--- src/rtl/decodificador_eventos_teclado.sv ---
// -----------------------------------------------------------------------------
// decodificador_eventos_teclado
// Turns raw PS/2 scan-code bytes into 10-bit key events {extended, break, code}
// and queues them in a first-word-fall-through FIFO of 2^W entries. Events that
// arrive while the FIFO is full are dropped and flagged in a sticky overflow bit.
// A prefix (E0 / F0 / E0 F0) that waits TIMEOUT_CYC cycles for its next byte is
// abandoned without producing an event (TIMEOUT_CYC = 0 disables this).
//
// Optional build macro: REPEAT_FILTER_EN
//   When defined, a make event identical to the last accepted make (typematic
//   repeat) is discarded until a matching break is seen.
// -----------------------------------------------------------------------------
module decodificador_eventos_teclado #(
    parameter int W           = 2,
    parameter int TW          = 20,
    parameter int TIMEOUT_CYC = 1000000
) (
    input  logic         clk,
    input  logic         reset,
    input  logic         rx_done_tick,
    input  logic [7:0]   rx_data,
    input  logic         rd,
    input  logic         ovf_clr,
    output logic [7:0]   ev_code,
    output logic         ev_break,
    output logic         ev_extended,
    output logic         ev_empty,
    output logic         ev_full,
    output logic [W:0]   ev_count,
    output logic         overflow
);

    localparam int            DEPTH     = 1 << W;
    localparam logic [W:0]    DEPTH_CNT = (W+1)'(DEPTH);
    localparam logic [W:0]    CNT_ZERO  = (W+1)'(0);
    localparam logic [W:0]    CNT_ONE   = (W+1)'(1);
    localparam logic [W-1:0]  PTR_ONE   = W'(1);
    localparam logic [TW-1:0] TO_ZERO   = TW'(0);
    localparam logic [TW-1:0] TO_ONE    = TW'(1);
    localparam logic [TW-1:0] TO_LAST   = TW'(TIMEOUT_CYC - 1);
    localparam logic          TO_EN     = (TIMEOUT_CYC != 0);
    localparam logic [7:0]    B_E0      = 8'hE0;
    localparam logic [7:0]    B_F0      = 8'hF0;

    typedef enum logic [1:0] {
        ST_IDLE = 2'd0,
        ST_E0   = 2'd1,
        ST_F0   = 2'd2,
        ST_E0F0 = 2'd3
    } state_t;

    state_t          state_q, state_d;
    logic [TW-1:0]   to_cnt_q, to_cnt_d;
    logic            timeout_s;
    logic            dec_push_s, dec_ext_s, dec_brk_s;
    logic            push_s;
    logic [9:0]      new_ev_s;

    // The counter value TO_LAST is the last cycle a prefix may still accept a byte.
    assign timeout_s = TO_EN && (state_q != ST_IDLE) && (to_cnt_q == TO_LAST);
    assign new_ev_s  = {dec_ext_s, dec_brk_s, rx_data};

    // Prefix decoder: next state and the event produced by the current byte.
    always_comb begin
        state_d    = state_q;
        dec_push_s = 1'b0;
        dec_ext_s  = 1'b0;
        dec_brk_s  = 1'b0;
        if (rx_done_tick) begin
            case (state_q)
                ST_IDLE: begin
                    if (rx_data == B_E0) begin
                        state_d = ST_E0;
                    end else if (rx_data == B_F0) begin
                        state_d = ST_F0;
                    end else begin
                        dec_push_s = 1'b1;
                    end
                end
                ST_E0: begin
                    if (rx_data == B_F0) begin
                        state_d = ST_E0F0;
                    end else if (rx_data == B_E0) begin
                        state_d = ST_E0;
                    end else begin
                        dec_push_s = 1'b1;
                        dec_ext_s  = 1'b1;
                        state_d    = ST_IDLE;
                    end
                end
                ST_F0: begin
                    if (rx_data == B_F0) begin
                        state_d = ST_F0;
                    end else if (rx_data == B_E0) begin
                        state_d = ST_E0F0;
                    end else begin
                        dec_push_s = 1'b1;
                        dec_brk_s  = 1'b1;
                        state_d    = ST_IDLE;
                    end
                end
                ST_E0F0: begin
                    if ((rx_data == B_E0) || (rx_data == B_F0)) begin
                        state_d = ST_E0F0;
                    end else begin
                        dec_push_s = 1'b1;
                        dec_ext_s  = 1'b1;
                        dec_brk_s  = 1'b1;
                        state_d    = ST_IDLE;
                    end
                end
                default: begin
                    state_d = ST_IDLE;
                end
            endcase
        end else if (timeout_s) begin
            state_d = ST_IDLE;
        end else begin
            state_d = state_q;
        end
    end

    // Prefix age: restarts on every byte and stays at zero while idle.
    always_comb begin
        if (rx_done_tick || (state_q == ST_IDLE)) begin
            to_cnt_d = TO_ZERO;
        end else begin
            to_cnt_d = to_cnt_q + TO_ONE;
        end
    end

    // Decoder state and prefix age registers.
    always_ff @(posedge clk or posedge reset) begin
        if (reset) begin
            state_q  <= ST_IDLE;
            to_cnt_q <= TO_ZERO;
        end else begin
            state_q  <= state_d;
            to_cnt_q <= to_cnt_d;
        end
    end

`ifdef REPEAT_FILTER_EN
    logic [8:0] last_make_q, last_make_d;
    logic       last_vld_q, last_vld_d;
    logic       rpt_hit_s;

    assign rpt_hit_s = last_vld_q && (last_make_q == {dec_ext_s, rx_data});

    // Typematic filter: suppress a make identical to the last one until its break.
    always_comb begin
        push_s      = dec_push_s;
        last_make_d = last_make_q;
        last_vld_d  = last_vld_q;
        if (dec_push_s && !dec_brk_s) begin
            if (rpt_hit_s) begin
                push_s = 1'b0;
            end else begin
                last_make_d = {dec_ext_s, rx_data};
                last_vld_d  = 1'b1;
            end
        end else if (dec_push_s && rpt_hit_s) begin
            last_vld_d = 1'b0;
        end else begin
            last_vld_d = last_vld_q;
        end
    end

    // Last accepted make register.
    always_ff @(posedge clk or posedge reset) begin
        if (reset) begin
            last_make_q <= 9'h000;
            last_vld_q  <= 1'b0;
        end else begin
            last_make_q <= last_make_d;
            last_vld_q  <= last_vld_d;
        end
    end
`else
    assign push_s = dec_push_s;
`endif

    logic [9:0]   mem_q [DEPTH];
    logic [W-1:0] wr_ptr_q, wr_ptr_d, rd_ptr_q, rd_ptr_d;
    logic [W:0]   count_q, count_d;
    logic [9:0]   head_q, head_d;
    logic         empty_q, empty_d, full_q, full_d, ovf_q, ovf_d;
    logic         pop_s, wr_s, drop_s;

    // FIFO control: a pop in the same cycle frees the slot a full-FIFO push needs.
    always_comb begin
        pop_s    = rd && (count_q != CNT_ZERO);
        wr_s     = push_s && ((count_q != DEPTH_CNT) || pop_s);
        drop_s   = push_s && (count_q == DEPTH_CNT) && !pop_s;
        wr_ptr_d = wr_s  ? (wr_ptr_q + PTR_ONE) : wr_ptr_q;
        rd_ptr_d = pop_s ? (rd_ptr_q + PTR_ONE) : rd_ptr_q;
        case ({wr_s, pop_s})
            2'b10:   count_d = count_q + CNT_ONE;
            2'b01:   count_d = count_q - CNT_ONE;
            default: count_d = count_q;
        endcase
        if (drop_s) begin
            ovf_d = 1'b1;
        end else if (ovf_clr) begin
            ovf_d = 1'b0;
        end else begin
            ovf_d = ovf_q;
        end
        // The new head bypasses memory when it is the entry being written now.
        if (count_d == CNT_ZERO) begin
            head_d = 10'h000;
        end else if (wr_s && (wr_ptr_q == rd_ptr_d)) begin
            head_d = new_ev_s;
        end else begin
            head_d = mem_q[rd_ptr_d];
        end
        empty_d = (count_d == CNT_ZERO);
        full_d  = (count_d == DEPTH_CNT);
    end

    // Event storage (contents need no reset; validity comes from the count).
    always_ff @(posedge clk) begin
        if (wr_s) begin
            mem_q[wr_ptr_q] <= new_ev_s;
        end
    end

    // FIFO pointers, status flags and registered head.
    always_ff @(posedge clk or posedge reset) begin
        if (reset) begin
            wr_ptr_q <= '0;
            rd_ptr_q <= '0;
            count_q  <= CNT_ZERO;
            head_q   <= 10'h000;
            empty_q  <= 1'b1;
            full_q   <= 1'b0;
            ovf_q    <= 1'b0;
        end else begin
            wr_ptr_q <= wr_ptr_d;
            rd_ptr_q <= rd_ptr_d;
            count_q  <= count_d;
            head_q   <= head_d;
            empty_q  <= empty_d;
            full_q   <= full_d;
            ovf_q    <= ovf_d;
        end
    end

    assign ev_code     = head_q[7:0];
    assign ev_break    = head_q[8];
    assign ev_extended = head_q[9];
    assign ev_empty    = empty_q;
    assign ev_full     = full_q;
    assign ev_count    = count_q;
    assign overflow    = ovf_q;

endmodule

--- config.mk ---
export PLATFORM = sky130hd
export DESIGN_NAME = decodificador_eventos_teclado
export DESIGN_NICKNAME = d
export VERILOG_FILES = /design/src/rtl/decodificador_eventos_teclado.sv
export SDC_FILE = /design/constraint.sdc
export NUM_CORES = 1
export LEC_CHECK = 0
export CORE_MARGIN = 4
export CORE_UTILIZATION = 40
export DETAILED_ROUTE_END_ITERATION = 6
export GPL_TIMING_DRIVEN = 0
export PLACE_DENSITY = 0.66
export SYNTH_ARGS = -nofsm -noshare
export SYNTH_HDL_FRONTEND = slang
export SYNTH_SLANG_ARGS = --single-unit
export TNS_END_PERCENT = 20
--- constraint.sdc ---
create_clock -name clk -period 3.05 [get_ports clk]
set_input_delay 0.305 -clock clk [delete_from_list [all_inputs] [get_ports clk]]
set_output_delay 0.305 -clock clk [all_outputs]
set_load 0.01 [all_outputs]
Yosys cells after proc, flatten, opt, wreduce, memory -nomap -nowiden --
Memory sizes are Yosys's and may differ from the RTL's. Cells that the tools add are included.
Cells by class: magnitude comparators 0, multiplexer cells 30, reductions and logical operators 18, shifts and indexed selects 0, bitwise gates (word level) 0, $mul 0, divide/modulo/power cells 0, equality and inequality tests 13, $add $sub $neg 5
Operator list (number):
- $add A20 B1 Y20 const B | 1
- $eq A20 B20 Y1 const B | 1
- $mux W10 | 2
- $mux W20 | 1
- $mux W2 | 9
- $eq A8 B8 Y1 const B | 2
- $mux W1 | 13
- $pmux W2 S4 | 1
- $eq A2 B2 Y1 const B | 3
- $eq A3 B3 Y1 const B | 2
- $logic_and A1 B1 Y1 | 6
- $pmux W3 S2 | 1
- $reduce_bool A2 Y1 | 3
- $add A2 B1 Y2 const B | 2
- $eq A2 B1 Y1 const B | 2
- $ne A4 B4 Y1 const B | 1
- $pmux W1 S2 | 2
- $add A3 B1 Y3 const B | 1
- $logic_not A3 Y1 | 1
- $logic_or A1 B1 Y1 | 3
- $ne A3 B3 Y1 const B | 1
- $pmux W1 S3 | 1
- $reduce_bool A3 Y1 | 1
- $sub A3 B1 Y3 const B | 1
- other kinds (5) | 5
Storage, ports and cells: word-level logic and storage cells 76, output and inout bits 16, input port bits 13, latch bits 0, memories kept 1, RAM bits 40, flip-flop bits (word level) 42, memory bits (read-only) 0
Memory list:
- mem_q | words 4, width 10, read ports 1, clocked after Yosys merged registers in 0, write ports 1, RTL line 183 | logic [9:0] mem_q [DEPTH];

Depth between registers and ports, before layout --
depth after elaboration 10, depth in mapped cells 14

Worst setup path before layout --
No wires, ideal clock.
path kind register -> register, start point reg state_q[0], end point reg head_q[0], cell stages (with the launch flop) 13, path buffers 1, path slack 0.172 ns, arrival time 2.741 ns, period minus slack after synthesis 2.878 ns, cell sequence dfrtp_1 inv_1 ha_1 nor3_1 nor3_1 inv_1 ha_1 or3b_2 o21ai_0 nand3_1 inv_1 clkbuf_1 a21oi_1
Between the ends: longest elaborated chain between the ends 9
RTL lines:
- from (decl) | RTL line 52 | state_t state_q, state_d;
- from (signal assigned) | RTL line 138 | state_q <= state_d;
- $eq A2 B2 Y1 or $eq A2 B1 Y1 (tied branches) | RTL line 70 | case (state_q)
- $reduce_or A2 Y1 (no line)
- $pmux W1 S3 (*) | RTL line 70
- $mux W1 (*) | RTL line 69 | if (rx_done_tick) begin
- $logic_and A1 B1 Y1 (*) | RTL line 193 | wr_s = push_s && ((count_q != DEPTH_CNT) || pop_s);
- $eq A2 B1 Y1 or $eq A2 B2 Y1 (tied branches) | RTL line 197 | case ({wr_s, pop_s})
- $pmux W3 S2 (*) | RTL line 197
- $logic_not A3 Y1 (*)
- named net empty_d | RTL line 187 | logic empty_q, empty_d, full_q, full_d, ovf_q, ovf_d;
- $mux W10 (*) | RTL line 210 | if (count_d == CNT_ZERO) begin
- named net head_d[0] | RTL line 186 | logic [9:0] head_q, head_d;
- to (signal assigned) | RTL line 234 | head_q <= 10'h000;
- to (signal assigned) | RTL line 242 | head_q <= head_d;
- to (decl) | RTL line 186
Mark *: on every way through the listed nets, which the timed path passes. The rest lies on a longest branch. A chain may end at the register's enable or synchronous reset.

Worst setup path after layout --
start point reg state_q[1], end point reg head_q[0]
Same word-level chain as after synthesis.

==> metrics.json <==
{
  "timing": {
    "fin_skew_ns": 0.0134,
    "worst_slew_pin_slew_ns": 0.604,
    "min_tclk_post_route_ns": 2.91,
    "period_utilisation_layout": 0.955,
    "final_max_slew_viol_count": 0,
    "max_slew_margin": 0.593,
    "max_freq_ghz": 0.343,
    "report.final.setup_viol": 0,
    "timing.setup.tns_ns": 0,
    "timing.hold.ws_ns": 0.240,
    "report.final.hold_viol_count": 0
  },
  "clock_network": {
    "cts_tree": "yes",
    "path_clk_slew_ns": 0.09,
    "cts.sinks": 82,
    "cts.htree.levels": 3,
    "clk_latency_worst_skew_pair_ns": 0.35,
    "clock_tree.root_cell": "sky130_fd_sc_hd__clkbuf_8",
    "ctsLongestPathBuffers": 2,
    "cts_inserted_buffers": 9,
    "ctsHoldBuffers": 0
  },
  "route": {
    "postRouteWirelength_um": 9380,
    "route.antenna.remaining_nets": 0,
    "dr_total_vias": 3150,
    "drt-wirelength-per-cell_um": 15.9,
    "drt-vias-per-instance": 5.35,
    "drc": 0,
    "detail_route.iter0.violations": 186,
    "drt-pass1-iter-count": 5
  },
  "synthesis": {
    "ys_dominant_reg_cell": "sky130_fd_sc_hd__dfrtp_1",
    "count_of_distinct_cell_types_in_the_synthesized_netlist": 45,
    "post_synth.cell_area_avg_um2": 10.2,
    "synthesis.instances": 405,
    "netlist.area_leader.share": 0.291,
    "sequential_fraction_of_the_synthesis_area": 0.546,
    "netlist_top_cells_area": "sky130_fd_sc_hd__edfxtp_1, sky130_fd_sc_hd__dfrtp_1, sky130_fd_sc_hd__nor3_1",
    "synth-seq-cells": 82,
    "synthArstFlopShare": 0.512,
    "netlist_area_mm2": 0.00413,
    "yosysWarningCount": 0,
    "synth_edf_count": 40,
    "yosysMostFrequentCell": "sky130_fd_sc_hd__nor3_1",
    "postSynthNetCount": 429,
    "synth_top_area_cell": "sky130_fd_sc_hd__edfxtp_1",
    "synth_commonest_cells": "sky130_fd_sc_hd__nor3_1, sky130_fd_sc_hd__nand2_1, sky130_fd_sc_hd__dfrtp_1"
  },
  "job": {
    "max_cap_violations": 0
  },
  "pwr": {
    "seq_power_share": 0.371,
    "switching_share": 0.402,
    "power.share.clock": 0.169,
    "p_int_uw": 2550,
    "share_comb_of_total_power": 0.459,
    "vdd.ir_drop.worst_mv": 0.384,
    "power.static_leakage_uw": 0.00182,
    "p_switching_uw": 1710,
    "power.density_mw_per_mm2": 869
  },
  "grt": {
    "global_route.usage.met3": 0.0241,
    "grt_max_degree": 28,
    "grt_busiest_layer": "met2",
    "grt_remaining_overflow": 0,
    "groute.layer.met2.usage": 0.276,
    "wire_length_of_the_first_global_routing_pass_um": 15100,
    "grt_pass1_vias": 3111,
    "met1_usage": 0.209,
    "gr-usage-all-layers": 0.162,
    "antenna_found_initial": 0
  },
  "setup_path": {
    "worstPathMaxFanout": 10,
    "setup.worst_path.end_class": "register",
    "crit_type": "register to register",
    "worst_setup_path_start_kind": "register",
    "worst-endpoint-required_ns": 3.32,
    "worst-endpoint-arrival_ns": 3.18
  },
  "floorplan": {
    "floorplan.initialDensity": 0.417,
    "die_footprint_mm2": 0.0120,
    "floorplan.die.width_um": 110,
    "die_y_um": 110,
    "std_cell_rows": 36,
    "floorplan.io_pins": 29,
    "core_mm2": 0.00991
  },
  "placed_design": {
    "port_buffers": 28,
    "gp_routability_congestion": 0.894,
    "detailed_place_hpwl_um": 6630
  },
  "cells_and_area": {
    "filler_cell_count": 881,
    "antenna-diode-count": 0,
    "finalCoreUtilization": 0.495,
    "area_delta_synth_final_pct": 18.8,
    "final_nets": 475,
    "share_of_cells_above_drive_strength_1": 0.127
  },
  "status": {
    "outcome": "completed"
  },
  "min_path": {
    "min_path_type": "primary input to asynchronous set/reset pin"
  }
}
[state kept, by name (all words and copies together), names as in the netlist]
register,cells
ev_count,3
wr_ptr_q,2
rd_ptr_q,2
ev_full,1
mem_q,40
state_q,2
head_q,10
ev_empty,1
to_cnt_q,20
overflow,1
[cell families (layout without fill, tap and decap cells)]
| family | Yosys count | in the layout | share of synthesized area |
|---|---|---|---|
| simple gates | 207 | 207 | 0.267 |
| flops | 82 | 82 | 0.546 |
| compound gates | 42 | 42 | 0.0657 |
| buf+inv | 40 | 91 | 0.0382 |
| xor+xnor | 23 | 23 | 0.0488 |
| fa+ha+maj | 11 | 11 | 0.0351 |
[metrics by stage]
step	setup slack [ns]	area, um^2	total power, uW	std cells
finish	0.137	4910	4260	589
global route	-0.00283	4910	4560	589
CTS	0.0145	4840	4160	584
detailed placement	-0.978	4600	3400	567
global placement	-0.918	4580	3350	566
floorplan	0.172	4130	2780	405
[cell type report]
cell class | count | area, um^2 | area share
Sequential cell | 82 | 2250 | 0.459
Multi-Input combinational cell | 283 | 1800 | 0.368
Timing Repair Buffer | 36 | 350 | 0.0714
Tap cell | 133 | 166 | 0.0339
Clock buffer | 9 | 124 | 0.0252
Buffer | 23 | 97.6 | 0.0199
Inverter | 16 | 60.1 | 0.0122
Clock inverter | 7 | 51.3 | 0.0105
[per-layer routing]
layer / vias up / share of wire
li1: 1548 / -
met1: 1511 / 0.45
met2: 72 / 0.49
met3: 19 / 0.041
met4: 0 / 0.015
met5: - / 0
[worst max-delay path: stages (launching register included)]
cell and delay, ns:
sky130_fd_sc_hd__dfrtp_1 0.42, sky130_fd_sc_hd__inv_1 0.10, sky130_fd_sc_hd__ha_2 0.28, sky130_fd_sc_hd__nor3_4 0.26
sky130_fd_sc_hd__nor3_4 0.09, sky130_fd_sc_hd__inv_1 0.07, sky130_fd_sc_hd__ha_1 0.18, sky130_fd_sc_hd__inv_1 0.06
sky130_fd_sc_hd__fa_1 0.39, sky130_fd_sc_hd__xor2_1 0.17, sky130_fd_sc_hd__or3_1 0.35, sky130_fd_sc_hd__nand3_2 0.10
sky130_fd_sc_hd__inv_1 0.06, sky130_fd_sc_hd__buf_4 0.18, sky130_fd_sc_hd__a21oi_1 0.14
[path summary, 6_finish.rpt]
check                                        from                       to  slack, ns  depth (start not counted)
max                        state_q[1]$_DFFE_PP0P_      head_q[0]$_DFF_PP0_       0.14                         14
min                                         reset      head_q[6]$_DFF_PP0_       0.24                          2
max reg2reg                state_q[1]$_DFFE_PP0P_      head_q[0]$_DFF_PP0_       0.14                         14
min reg2reg                 to_cnt_q[0]$_DFF_PP0_    to_cnt_q[0]$_DFF_PP0_       0.51                          1
max in group asynchronous                   reset  wr_ptr_q[0]$_DFFE_PP0P_       2.32                          3
min in group clk                       rx_data[0]    mem_q[2][0]$_DFFE_PP_       0.38                          1
[repair_timing]
action | 4_1_cts | 5_1_grt
gates resized for setup | 14 | 12
setup buffers | 2 | 5
pin swaps | 1 | 2
endpoints found under the setup margin | 13 | 10
[power by group through the flow]
stage / logic, uW / registers (uW) / clock network, uW
2_1_floorplan: 1150 / 1620 / 0
3_3_place_gp: 1760 / 1590 / 0
3_5_place_dp: 1800 / 1600 / 0
4_1_cts: 1840 / 1580 / 735
5_1_grt: 2150 / 1610 / 800
6_report: 1960 / 1580 / 722
[layout by cell type (no fill, tap or decap), drive strengths merged, types with 2 or more instances in the layout]
cell type,instances
nor4b,2
nor4,15
clkdlybuf4s50,23
nand2,45
nor3,53
and2,8
clkinv,2
xnor2,14
dlygate4sd2,4
nand2b,2
buf,17
a21oi,13
clkinvlp,2
nand4b,2
a31o,2
xor2,9
o21ai,17
clkbuf,23
dfrtp,41
ha,10
inv,19
or2,2
nor3b,9
nand3,6
or3,5
nand3b,9
nand4,14
o22ai,2
edfxtp,40
nor2,30
(Power assumes the default switching activity.)
